`src/rtl/sram_pkg.sv`:
```
// Shared types and defaults for the SRAM burst controller.
package sram_pkg;

  localparam int unsigned ROWS_DEF      = 16;
  localparam int unsigned COLS_DEF      = 8;
  localparam int unsigned MAX_BURST_DEF = 4;
  localparam int unsigned READ_LAT_DEF  = 2;
  localparam int unsigned AW_DEF        = $clog2(ROWS_DEF);
  localparam int unsigned LW_DEF        = (MAX_BURST_DEF > 1) ? $clog2(MAX_BURST_DEF) : 1;

  typedef enum logic [2:0] {
    StIdle,
    StWrWait,
    StWrStrobe,
    StRdStrobe,
    StRdWait,
    StRdCapture
  } state_e;

  // Command as seen at the accept edge; sized for the default geometry.
  typedef struct packed {
    logic              write;
    logic [AW_DEF-1:0] addr;
    logic [LW_DEF-1:0] len;
  } cmd_t;

  // Address increment that wraps at the last word line, also for non power-of-two ROWS.
  function automatic int unsigned wrap_inc(input int unsigned a, input int unsigned rows);
    return (a + 1 >= rows) ? 0 : a + 1;
  endfunction

endpackage

```
`src/rtl/sram_deser.sv`:
```
// Serial-to-parallel word assembler with full and sticky overflow flags.
module sram_deser #(
  parameter int unsigned COLS = 8
) (
  input  logic            clk,
  input  logic            arst,
  input  logic            i_shift,
  input  logic            i_serial,
  input  logic            i_consume,
  output logic [COLS-1:0] o_sreg,
  output logic            o_full,
  output logic            o_overflow
);

  localparam int unsigned CW = $clog2(COLS + 1);

  logic [COLS-1:0] r_sreg;
  logic [CW-1:0]   r_bit_cnt;
  logic            r_overflow;
  logic            w_full;

  assign w_full = (r_bit_cnt == CW'(COLS));

  // Shift in MSB-first; a consume frees the word, and a same-cycle bit starts the next one.
  always_ff @(posedge clk or posedge arst) begin
    if (arst) begin
      r_sreg     <= '0;
      r_bit_cnt  <= '0;
      r_overflow <= 1'b0;
    end else if (i_consume) begin
      if (i_shift) begin
        r_sreg    <= {r_sreg[COLS-2:0], i_serial};
        r_bit_cnt <= CW'(1);
      end else begin
        r_bit_cnt <= '0;
      end
    end else if (i_shift) begin
      if (w_full) begin
        r_overflow <= 1'b1;
      end else begin
        r_sreg    <= {r_sreg[COLS-2:0], i_serial};
        r_bit_cnt <= r_bit_cnt + CW'(1);
      end
    end
  end

  assign o_sreg     = r_sreg;
  assign o_full     = w_full;
  assign o_overflow = r_overflow;

endmodule

```
`src/rtl/sram_burst_ctrl.sv`:
```
// Burst write/read front-end for the SRAM macro: command FSM, address walk, read capture.
module sram_burst_ctrl
  import sram_pkg::*;
#(
  parameter int unsigned ROWS      = ROWS_DEF,
  parameter int unsigned COLS      = COLS_DEF,
  parameter int unsigned MAX_BURST = MAX_BURST_DEF,
  parameter int unsigned READ_LAT  = READ_LAT_DEF,
  localparam int unsigned AW = $clog2(ROWS),
  localparam int unsigned LW = (MAX_BURST > 1) ? $clog2(MAX_BURST) : 1
) (
  input  logic            clk,
  input  logic            arst,
  input  logic            serial_in,
  input  logic            shift,
  input  logic            cmd_valid,
  output logic            cmd_ready,
  input  logic            cmd_write,
  input  logic [AW-1:0]   cmd_addr,
  input  logic [LW-1:0]   cmd_len,
  output logic            word_full,
  output logic            busy,
  output logic            data_valid,
  output logic [COLS-1:0] data_out,
  output logic            err_overflow,
  output logic            mem_we,
  output logic            mem_re,
  output logic [AW-1:0]   mem_addr,
  output logic [COLS-1:0] mem_din,
  input  logic [COLS-1:0] mem_dout
);

  localparam int unsigned WCW      = (READ_LAT > 2) ? $clog2(READ_LAT - 1) : 1;
  localparam int unsigned WAIT_END = (READ_LAT > 1) ? READ_LAT - 2 : 0;

  state_e          r_state, w_state_next;
  cmd_t            w_cmd;
  logic            w_accept;
  logic            w_strobe;
  logic            w_full;
  logic            w_overflow;
  logic [COLS-1:0] w_sreg;
  logic [AW-1:0]   w_addr_inc;
  logic [AW-1:0]   r_addr;       // address of the next word to strobe
  logic [AW-1:0]   r_last_addr;  // address of the most recent strobe
  logic [LW-1:0]   r_left;       // words remaining after the current one
  logic [WCW-1:0]  r_wait_cnt;
  logic            r_data_valid;
  logic [COLS-1:0] r_data_out;

  assign w_cmd      = '{write: cmd_write, addr: AW_DEF'(cmd_addr), len: LW_DEF'(cmd_len)};
  assign w_accept   = cmd_valid && (r_state == StIdle);
  assign w_strobe   = (r_state == StWrStrobe) || (r_state == StRdStrobe);
  assign w_addr_inc = AW'(wrap_inc(32'(r_addr), ROWS));

  sram_deser #(
    .COLS(COLS)
  ) u_deser (
    .clk       (clk),
    .arst      (arst),
    .i_shift   (shift),
    .i_serial  (serial_in),
    .i_consume (mem_we),
    .o_sreg    (w_sreg),
    .o_full    (w_full),
    .o_overflow(w_overflow)
  );

  // State register.
  always_ff @(posedge clk or posedge arst) begin
    if (arst) begin
      r_state <= StIdle;
    end else begin
      r_state <= w_state_next;
    end
  end

  // Next-state decode.
  always_comb begin
    w_state_next = r_state;
    unique case (r_state)
      StIdle: begin
        if (w_accept) begin
          w_state_next = w_cmd.write ? StWrWait : StRdStrobe;
        end
      end
      StWrWait: begin
        if (w_full) begin
          w_state_next = StWrStrobe;
        end
      end
      StWrStrobe:  w_state_next = (r_left == '0) ? StIdle : StWrWait;
      StRdStrobe:  w_state_next = (READ_LAT == 1) ? StRdCapture : StRdWait;
      StRdWait: begin
        if (r_wait_cnt == WCW'(WAIT_END)) begin
          w_state_next = StRdCapture;
        end
      end
      StRdCapture: w_state_next = (r_left == '0) ? StIdle : StRdStrobe;
      default:     w_state_next = StIdle;
    endcase
  end

  // Burst bookkeeping: latch command, walk the address, count words and wait cycles.
  always_ff @(posedge clk or posedge arst) begin
    if (arst) begin
      r_addr      <= '0;
      r_last_addr <= '0;
      r_left      <= '0;
      r_wait_cnt  <= '0;
    end else begin
      if (w_accept) begin
        r_addr <= AW'(w_cmd.addr);
        r_left <= LW'(w_cmd.len);
      end
      if (w_strobe) begin
        r_addr      <= w_addr_inc;
        r_last_addr <= r_addr;
      end
      if (((r_state == StWrStrobe) || (r_state == StRdCapture)) && (r_left != '0)) begin
        r_left <= r_left - LW'(1);
      end
      r_wait_cnt <= (r_state == StRdWait) ? r_wait_cnt + WCW'(1) : '0;
    end
  end

  // Read capture; data_valid pulses the cycle after the capture state.
  always_ff @(posedge clk or posedge arst) begin
    if (arst) begin
      r_data_valid <= 1'b0;
      r_data_out   <= '0;
    end else begin
      r_data_valid <= (r_state == StRdCapture);
      if (r_state == StRdCapture) begin
        r_data_out <= mem_dout;
      end
    end
  end

  assign cmd_ready    = (r_state == StIdle);
  assign busy         = !cmd_ready;
  assign word_full    = w_full;
  assign err_overflow = w_overflow;
  assign data_valid   = r_data_valid;
  assign data_out     = r_data_out;
  assign mem_we       = (r_state == StWrStrobe);
  assign mem_re       = (r_state == StRdStrobe);
  assign mem_addr     = w_strobe ? r_addr : r_last_addr;
  assign mem_din      = mem_we ? w_sreg : '0;

endmodule

```
`config.mk`:
```
export PLATFORM = sky130hd
export DESIGN_NAME = sram_burst_ctrl
export DESIGN_NICKNAME = d
export VERILOG_FILES = /design/src/rtl/sram_pkg.sv /design/src/rtl/sram_deser.sv /design/src/rtl/sram_burst_ctrl.sv
export SDC_FILE = /design/constraint.sdc
export NUM_CORES = 1
export LEC_CHECK = 0
export BUFFER_PORTS_ARGS = -buffer_cell sky130_fd_sc_hd__buf_2
export CAP_MARGIN = 20
export CORE_MARGIN = 3
export CORE_UTILIZATION = 40
export DETAILED_ROUTE_END_ITERATION = 16
export GPL_ROUTABILITY_DRIVEN = 1
export HOLD_SLACK_MARGIN = 0.1
export PLACE_DENSITY = 0.69
export SLEW_MARGIN = 20
export SYNTH_ARGS = -nofsm -noshare
export SYNTH_HDL_FRONTEND = slang
export SYNTH_SLANG_ARGS = --single-unit
export TNS_END_PERCENT = 50
```
`constraint.sdc`:
```
create_clock -name clk -period 1.75 [get_ports clk]
set_input_delay 0.2625 -clock clk [delete_from_list [all_inputs] [get_ports clk]]
set_output_delay 0.2625 -clock clk [all_outputs]
set_load 0.02 [all_outputs]
```
==> impl_metrics.csv, run 1 <==
group,metric,value,unit
outcome,status,"finished with violations",
outcome,violations,"negative setup slack",
floorplanning,initial_core_util,42.1,%
synthesis,yosysTopAreaCell,"dfrtp_1",
synthesis,synth_top_cell_area_share,52.7,%
power,total_power,3.86,mW
place,placed_area,2040,um^2
synthesis,synth-seq-area-share,52.7,%
clock_tree,clock_latency,0.28,ns
worst_setup_path,start_kind,"flop",
synthesis,ys_warn_count,0,
floorplanning,io_pins,47,
clock_tree,path_clk_slew,0.07,ns
worst_setup_path,crit_path_end_kind,"output port",
detailed_routing,detail_route.iter0.violations,79,
timing,setup_viol,1,
place,port_buffers,46,
synthesis,syn_inst,165,
timing,finalSetupTns,-0.00389,ns
timing,clock.fmax,0.570,GHz
layout,utilization,55.5,%
synthesis,synth.distinct_cells,33,
floorplanning,die_h,71.4,um
layout,area_growth,31.8,%
grt,groute.usage.overall,14.9,%
timing,whs,0.168,ns
layout,final_cells,279,
clock_tree,cts_tree,"built",
synthesis,synth_edf_count,0,
floorplanning,die_x,71.4,um
place,pre_cts_ws,0.0609,ns
detailed_routing,totalWireLength,3490,um
place,hpwl,2420,um
synthesis,synth-async-reset-ratio,100,%
grt,grt_pass1_vias,1364,
timing,rsz0062_at_grt,"true",
layout,design_area,2250,um^2
detailed_routing,post_drt_wl_per_cell,12.5,um
floorplanning,fp.coreArea,4060,um^2
layout,n_antenna_cell,0,
place,place_inst,264,
timing,skew,0.00616,ns
detailed_routing,via_per_inst,4.91,
detailed_routing,vias,1371,
synthesis,synth_area_per_cell,10.4,um^2
synthesis,synth-main-ff-cell,"dfrtp_1",
layout,final_nets,252,
timing,worst_pin_slew,0.447,ns
synthesis,synth-seq-cells,36,
timing,fin_ws,-0.00389,ns
clock_tree,cts_sinks,36,
clock_tree,clockBufferDepth,2,
grt,antenna_found_initial,0,
clock_tree,cts_max_level,2,
worst_setup_path,arrival,1.49,ns
grt,grt_pass1_wl,6000,um
synthesis,yosysMostFrequentCell,"dfrtp_1",
timing,slew_headroom,70.2,%
synthesis,yosys-top-cells-count,"dfrtp_1, nand2_1, a21oi_1",
floorplanning,die-area,5090,um^2
worst_setup_path,cp.required,1.49,ns
floorplanning,rows,23,
power,p_leak,1.19,nW
detailed_routing,first_pass_iters,4,
synthesis,synthTopCellsByArea,"dfrtp_1, mux2_4, nand2_1",
clock_tree,cts_buffers,5,
timing,post-route-min-period,1.75,ns
detailed_routing,ant_nets,0,
synthesis,syn-num-nets,189,
worst_setup_path,worst-setup-path-type,"reg -> out",
clock_tree,clockRootBuffer,"clkbuf_8",
min_path,hp-class,"in -> reg",
worst_setup_path,critPathMaxFanout,5,
grt,overflow,0,
grt,grt_start_max_net_pins,37,
synthesis,synth_area,1710,um^2
timing,min_period_over_period,100,%
flow_run,drv_cap,0,
timing,drv_slew,0,
power,power.density,1710,nW/um^2
detailed_routing,remaining_drc_errors,0,
timing,hold_viol,0,
place,place.gp.congestion,0.772,
layout,drive_gt1_share,38.9,%
power,ir_drop,0.000643,V
metal layers:
| metal | track usage [%] | vias to the layer above | routed length, um |
|---|---|---|---|
| met1 | 19.6 | 644 | 1550 |
| met3 | 4.91 | 8 | 190 |
| li1 | - | 685 | - |
| met4 | 5.22 | 0 | 70 |
| met5 | 0 | - | 0 |
| met2 | 23.2 | 34 | 1670 |
worst paths after layout:
kind	cells after the start	slack, ns	end	startpoint
worst max register to register	7	0.13	u_deser.o_sreg[4]$_DFFE_PP0P_	u_deser.r_bit_cnt[0]$_DFFE_PP0P_
max in group asynchronous	4	0.82	r_state[1]$_DFFE_PP0P_	arst
worst min register to register	1	0.44	r_wait_cnt$_DFF_PP0_	r_wait_cnt$_DFF_PP0_
worst min-delay path	3	0.17	data_out[1]$_DFFE_PP0N_	mem_dout[1]
min in group asynchronous	4	0.61	data_out[4]$_DFFE_PP0N_	arst
worst max-delay path	4	-0.004	mem_din[2]	r_state[0]$_DFFE_PP0P_
state kept, by name, indices dropped and copies added, names as in the netlist:
name / cells
data_out: 8
u_deser.o_sreg: 8
r_addr: 4
r_last_addr: 4
u_deser.r_bit_cnt: 4
r_state: 3
r_left: 2
data_valid: 1
r_wait_cnt: 1
u_deser.o_overflow: 1
timing repair:
item                                   CTS  global route
setup endpoints to repair               15            24
gates resized for setup                  7            16
pin swaps                                1             2
cloned                                   0             1
hold buffers                             1             0
buffers inserted                         4             1
endpoints found under the hold margin   36             0
cell usage in the layout, fill, tap and decap left out, types with 6 or more instances in the layout:
| cell | instances |
|---|---|
| buf_2 | 37 |
| nand2_1 | 29 |
| a21oi_1 | 11 |
| o21ai_0 | 8 |
| mux2_4 | 8 |
| inv_1 | 8 |
| buf_4 | 17 |
| dfrtp_1 | 36 |
| clkbuf_8 | 6 |
| nor2_1 | 8 |
report_power, final:
| part | internal [mW] | switching [mW] |
|---|---|---|
| logic | 0.815 | 0.974 |
| registers | 1.22 | 0.255 |
| clock network | 0.321 | 0.274 |
| total | 2.35 | 1.50 |
critical path, cell delays in order, from the launching register on:
cell and delay (ns):
dfrtp_1 0.39, or3b_4 0.44, clkinv_2 0.11, and2_1 0.12, buf_2 0.15
cell families after synthesis:
| family | after synthesis | synth area share (%) |
|---|---|---|
| compound gates | 31 | 11.3 |
| xor+xnor | 2 | 1.03 |
| fa+ha+maj | 4 | 2.93 |
| buf+inv | 17 | 4.10 |
| flops | 36 | 52.7 |
| mux | 13 | 10.2 |
| simple gates | 62 | 17.7 |
layout make-up:
| class | count | area, um^2 |
|---|---|---|
| sequential | 36 | 901 |
| timing repair inverter | 1 | 5.00 |
| tap | 50 | 62.6 |
| clock buffer | 8 | 90.1 |
| multi-input combinational | 112 | 757 |
| inverter | 12 | 50.0 |
| fill | 361 | 1800 |
| timing repair buffer | 60 | 388 |
No activity file was read; power rests on OpenSTA's default activity.
==> inputs of run 2 (changes only) <==
--- a/config.mk
+++ b/config.mk
@@ -17,4 +17,3 @@
 export SYNTH_ARGS = -nofsm -noshare
 export SYNTH_HDL_FRONTEND = slang
 export SYNTH_SLANG_ARGS = --single-unit
-export TNS_END_PERCENT = 50
==> impl_metrics.csv, run 2 (synthesis results as in run 1) <==
group,metric,value,unit
outcome,status,"finished with violations",
outcome,violations,"negative setup slack",
clock_tree,cts_buffers,5,
flow_run,drv_cap,0,
timing,skew,0.00569,ns
detailed_routing,first_pass_iters,4,
grt,grt.met2_usage,23.2,%
power,combPwrFrac,46.9,%
timing,whs,0.168,ns
detailed_routing,totalWireLength,3610,um
grt,busiest_layer,"met2",
power,p_switching,1.53,mW
grt,grt_pass1_vias,1364,
clock_tree,cts_sinks,36,
power,intPower,2.39,mW
power,p_seq_share,37.9,%
timing,worst_pin_slew,0.449,ns
floorplanning,fp.coreArea,4060,um^2
place,place.gp.congestion,0.772,
timing,post-route-min-period,1.77,ns
grt,antenna_found_initial,0,
layout,seq_area,901,um^2
worst_setup_path,critPathMaxFanout,5,
floorplanning,die_x,71.4,um
clock_tree,path_clk_slew,0.07,ns
worst_setup_path,cp.required,1.49,ns
power,p_leak,1.21,nW
power,ir_drop,0.000656,V
layout,fillers,347,
clock_tree,cts_max_level,2,
detailed_routing,detail_route.iter0.violations,81,
grt,grt_pass1_wl,6000,um
place,hpwl,2420,um
grt,grt_start_max_net_pins,37,
layout,multi_input_area,776,um^2
detailed_routing,remaining_drc_errors,0,
floorplanning,die-area,5090,um^2
timing,min_period_over_period,101,%
min_path,min_path_cells,3,
worst_setup_path,slowest_stage,"or3b_4",
layout,final_cell_mix,"dfrtp_1, buf_2, nand2_1, buf_4, a21oi_1",
min_path,hold_start,"mem_dout[1]",
layout,n_antenna_cell,0,
grt,grt_use_met1,19.6,%
worst_setup_path,crit_buf_inv,2,
worst_setup_path,cp_top_family,"simple AND/OR/NAND/NOR gates",
floorplanning,rows,23,
worst_setup_path,crit_path_end_kind,"output port",
floorplanning,io_pins,47,
clock_tree,cts_tree,"built",
clock_tree,clock_latency,0.28,ns
floorplanning,initial_core_util,42.1,%
worst_setup_path,rr_worst_depth,7,
layout,final_nets,255,
layout,drive_gt1_share,41.4,%
timing,drv_slew,0,
min_path,hp-class,"in -> reg",
timing,setup_viol,3,
clock_tree,clockRootBuffer,"clkbuf_8",
worst_setup_path,worstReg2RegEnd,"u_deser.o_sreg[4]$_DFFE_PP0P_",
worst_setup_path,path_cells,"or3b_4, inv_4, and2_4, buf_6",
clock_tree,clockBufferDepth,2,
detailed_routing,ant_nets,0,
timing,clock.fmax,0.565,GHz
timing,rsz0062_at_grt,"true",
worst_setup_path,regToRegStartpoint,"u_deser.r_bit_cnt[0]$_DFFE_PP0P_",
grt,overflow,0,
grt,met3_usage,4.91,%
power,power.density,1700,nW/um^2
detailed_routing,post_drt_wl_per_cell,12.8,um
detailed_routing,vias,1392,
power,p_clk_share,15.2,%
min_path,holdPathEnd,"data_out[1]$_DFFE_PP0N_",
floorplanning,die_h,71.4,um
place,port_buffers,46,
timing,slew_headroom,70.1,%
worst_setup_path,rrSetupSlack,0.13,ns
timing,fin_ws,-0.0198,ns
worst_setup_path,worst-setup-path-type,"reg -> out",
timing,hold_viol,0,
layout,area_growth,35.4,%
power,swShare,39.0,%
worst_setup_path,start_kind,"flop",
worst_setup_path,arrival,1.51,ns
worst_setup_path,slowest_delay,0.44,ns
grt,groute.usage.overall,14.9,%
timing,finalSetupTns,-0.0463,ns
detailed_routing,via_per_inst,4.94,
## run 2: metrics by stage
| step | util, % | setup slack [ns] | power [mW] | cell area, um^2 | std cells |
|---|---|---|---|---|---|
| after global placement | 50.2 | 0.0972 | 3.13 | 2040 | 264 |
| after global routing | 57.0 | -0.0744 | 4.25 | 2310 | 282 |
| final | 57.0 | -0.0198 | 3.92 | 2310 | 282 |
| after CTS | 53.9 | 0.00191 | 3.83 | 2190 | 277 |
| after detailed placement | 50.2 | 0.0609 | 3.17 | 2040 | 264 |
| after floorplan | - | 0.101 | 2.65 | 1710 | 165 |
## run 2: how the worst max path moves through the flow
stage,from,to,cells after the start
5_1_grt,r_state[2]$_DFFE_PP0P_,mem_din[5],4
2_1_floorplan,r_state[1]$_DFFE_PP0P_,mem_addr[3],3
3_3_place_gp,r_state[1]$_DFFE_PP0P_,u_deser.o_sreg[2]$_DFFE_PP0P_,4
4_1_cts,r_state[2]$_DFFE_PP0P_,mem_din[6],4
3_5_place_dp,r_state[1]$_DFFE_PP0P_,u_deser.o_sreg[2]$_DFFE_PP0P_,4
6_report,r_state[2]$_DFFE_PP0P_,mem_din[5],4
## run 2: tightest hold or removal path, cell delays in order
cell and delay (ns):
buf_2 0.07, nand2_1 0.04, nand2_1 0.04
## run 2: final cells by class
| type | count | area share (%) |
|---|---|---|
| clock buffers | 8 | 3.89 |
| inverters | 12 | 2.16 |
| multi-input cells | 113 | 33.5 |
| flip-flops and latches | 36 | 38.9 |
| well taps | 50 | 2.70 |
| repair buffers | 62 | 18.5 |
| repair inverters | 1 | 0.270 |
## run 2: repair_timing
action | 4_1_cts | 5_1_grt
hold buffers | 1 | 0
resized for setup | 7 | 28
hold endpoints to repair | 36 | 0
pin swaps | 1 | 3
cloned | 0 | 2
buffers inserted | 4 | 3
endpoints found under the setup margin | 15 | 24
## run 2: power groups by stage
stage	Clock, mW	Sequential, mW	Combinational (mW)
finish	0.596	1.49	1.84
floorplan	0	1.57	1.08
detailed placement	0	1.49	1.68
global placement	0	1.48	1.65
global route	0.647	1.54	2.06
CTS	0.611	1.47	1.75
## run 2: per-layer routing
layer,vias up,share of wire (%)
met1,658,45
met5,-,0
met2,34,47
met3,10,4.8
li1,690,-
met4,0,2.6
==> inputs of run 3 (changes only) <==
--- a/config.mk
+++ b/config.mk
@@ -12,7 +12,7 @@
 export DETAILED_ROUTE_END_ITERATION = 16
 export GPL_ROUTABILITY_DRIVEN = 1
 export HOLD_SLACK_MARGIN = 0.1
-export PLACE_DENSITY = 0.69
+export PLACE_DENSITY = 0.76
 export SLEW_MARGIN = 20
 export SYNTH_ARGS = -nofsm -noshare
 export SYNTH_HDL_FRONTEND = slang
==> impl_metrics.csv, run 3 (synthesis results as in run 1) <==
group,metric,value,unit
place,port_buffers,46,
power,p_clk_share,15.7,%
layout,area_growth,33.2,%
timing,rsz0062_at_grt,"true",
clock_tree,clockBufferDepth,2,
timing,finalSetupTns,-0.00588,ns
worst_setup_path,crit_path_end_kind,"output port",
power,ir_drop,0.000854,V
floorplanning,die_h,71.4,um
worst_setup_path,regToRegStartpoint,"r_state[2]$_DFFE_PP0P_",
detailed_routing,remaining_drc_errors,0,
clock_tree,clock_latency,0.28,ns
timing,slew_headroom,69.6,%
timing,post-route-min-period,1.75,ns
grt,grt_pass1_wl,5800,um
timing,fin_ws,-0.00458,ns
layout,final_cells,280,
grt,groute.usage.overall,14.5,%
power,p_switching,1.51,mW
place,hpwl,2380,um
detailed_routing,first_pass_iters,4,
worst_setup_path,worstReg2RegEnd,"u_deser.o_sreg[3]$_DFFE_PP0P_",
place,place.gp.congestion,0.706,
min_path,hold_start,"mem_dout[5]",
place,place_inst,264,
detailed_routing,totalWireLength,3600,um
min_path,hp-class,"in -> reg",
grt,grt_start_max_net_pins,37,
timing,skew,0.00410,ns
power,p_leak,1.20,nW
power,swShare,39.0,%
timing,min_period_over_period,100,%
flow_run,drv_cap,0,
clock_tree,cts_tree,"built",
detailed_routing,post_drt_wl_per_cell,12.9,um
worst_setup_path,cp.required,1.49,ns
worst_setup_path,start_kind,"flop",
detailed_routing,vias,1347,
power,intPower,2.36,mW
outcome,violations,"negative setup slack",
detailed_routing,ant_nets,0,
clock_tree,cts_buffers,5,
layout,multi_input_area,749,um^2
power,p_seq_share,38.0,%
detailed_routing,detail_route.iter0.violations,55,
timing,setup_viol,2,
layout,fillers,322,
floorplanning,io_pins,47,
layout,drive_gt1_share,38.3,%
clock_tree,cts_max_level,2,
min_path,holdPathEnd,"data_out[5]$_DFFE_PP0N_",
timing,drv_slew,0,
layout,final_nets,253,
grt,grt_pass1_vias,1290,
layout,seq_area,901,um^2
timing,worst_pin_slew,0.457,ns
layout,final_cell_mix,"buf_2, dfrtp_1, nand2_1, buf_4, a21oi_1",
power,combPwrFrac,46.4,%
worst_setup_path,worst-setup-path-type,"reg -> out",
clock_tree,path_clk_slew,0.07,ns
worst_setup_path,rr_worst_depth,6,
floorplanning,fp.coreArea,4060,um^2
grt,antenna_found_initial,0,
floorplanning,die_x,71.4,um
layout,n_antenna_cell,0,
worst_setup_path,critPathMaxFanout,5,
min_path,min_path_cells,3,
clock_tree,clockRootBuffer,"clkbuf_8",
floorplanning,die-area,5090,um^2
floorplanning,rows,23,
clock_tree,cts_sinks,36,
power,total_power,3.87,mW
worst_setup_path,rrSetupSlack,0.07,ns
worst_setup_path,arrival,1.49,ns
detailed_routing,via_per_inst,4.81,
grt,overflow,0,
timing,hold_viol,0,
layout,final_common_cell,"buf_2",
timing,clock.fmax,0.570,GHz
floorplanning,initial_core_util,42.1,%
power,power.density,1700,nW/um^2
outcome,status,"finished with violations",
## run 3: critical path, stage by stage, from the launching register on
cell	delay, ns
dfrtp_1	0.41
or3b_4	0.43
inv_4	0.11
and2_4	0.15
buf_6	0.11
## run 3: power groups by stage
stage	logic [mW]	registers, mW	clock network (mW)
3_5_place_dp	1.69	1.48	0
6_report	1.79	1.47	0.606
3_3_place_gp	1.64	1.47	0
4_1_cts	1.75	1.46	0.624
5_1_grt	1.99	1.52	0.672
2_1_floorplan	1.08	1.57	0
## run 3: how the worst max path moves through the flow
stage / slack (ns) / from / end
finish: -0.005 / r_state[2]$_DFFE_PP0P_ / mem_din[6]
global route: -0.09 / r_state[2]$_DFFE_PP0P_ / mem_din[0]
CTS: 0.0005 / r_state[2]$_DFFE_PP0P_ / mem_din[3]
detailed placement: 0.09 / r_state[1]$_DFFE_PP0P_ / u_deser.o_sreg[3]$_DFFE_PP0P_
global placement: 0.12 / r_state[1]$_DFFE_PP0P_ / u_deser.o_sreg[1]$_DFFE_PP0P_
floorplan: 0.10 / r_state[1]$_DFFE_PP0P_ / mem_addr[3]
## run 3: through the flow
step	setup slack, ns	util, %	hold WS, ns	cell area, um^2
after CTS	0.000512	54.3	0.156	2200
after detailed placement	0.0908	50.2	0.397	2040
after floorplan	0.101	-	0.368	1710
after global placement	0.120	50.2	0.389	2040
after global routing	-0.0880	56.1	0.157	2280
final	-0.00458	56.1	0.164	2280
## run 3: what timing repair did
item / in CTS / in global routing
gates resized for setup: 11 / 15
setup buffers: 4 / 2
setup endpoints to repair: 14 / 21
pin swaps: 1 / 3
endpoints found under the hold margin: 36 / 0
hold buffers: 1 / 0
cloned: 0 / 1
## run 3: layout make-up
cell class              count  share of cell area, %
well taps                  50                   2.75
repair inverters            1                  0.275
inverters                  12                   2.20
repair buffers             61                   18.2
clock inverters             1                  0.330
multi-input cells         112                   32.9
flip-flops and latches     36                   39.6
clock buffers               7                   3.79
## run 3: metal layers
metal / vias up / wire length [um] / track usage [%]
li1: 685 / - / -
met1: 632 / 1670 / 18.6
met3: 4 / 147 / 4.21
met4: 0 / 70 / 6.89
met5: - / 0 / 0
met2: 26 / 1710 / 22.7
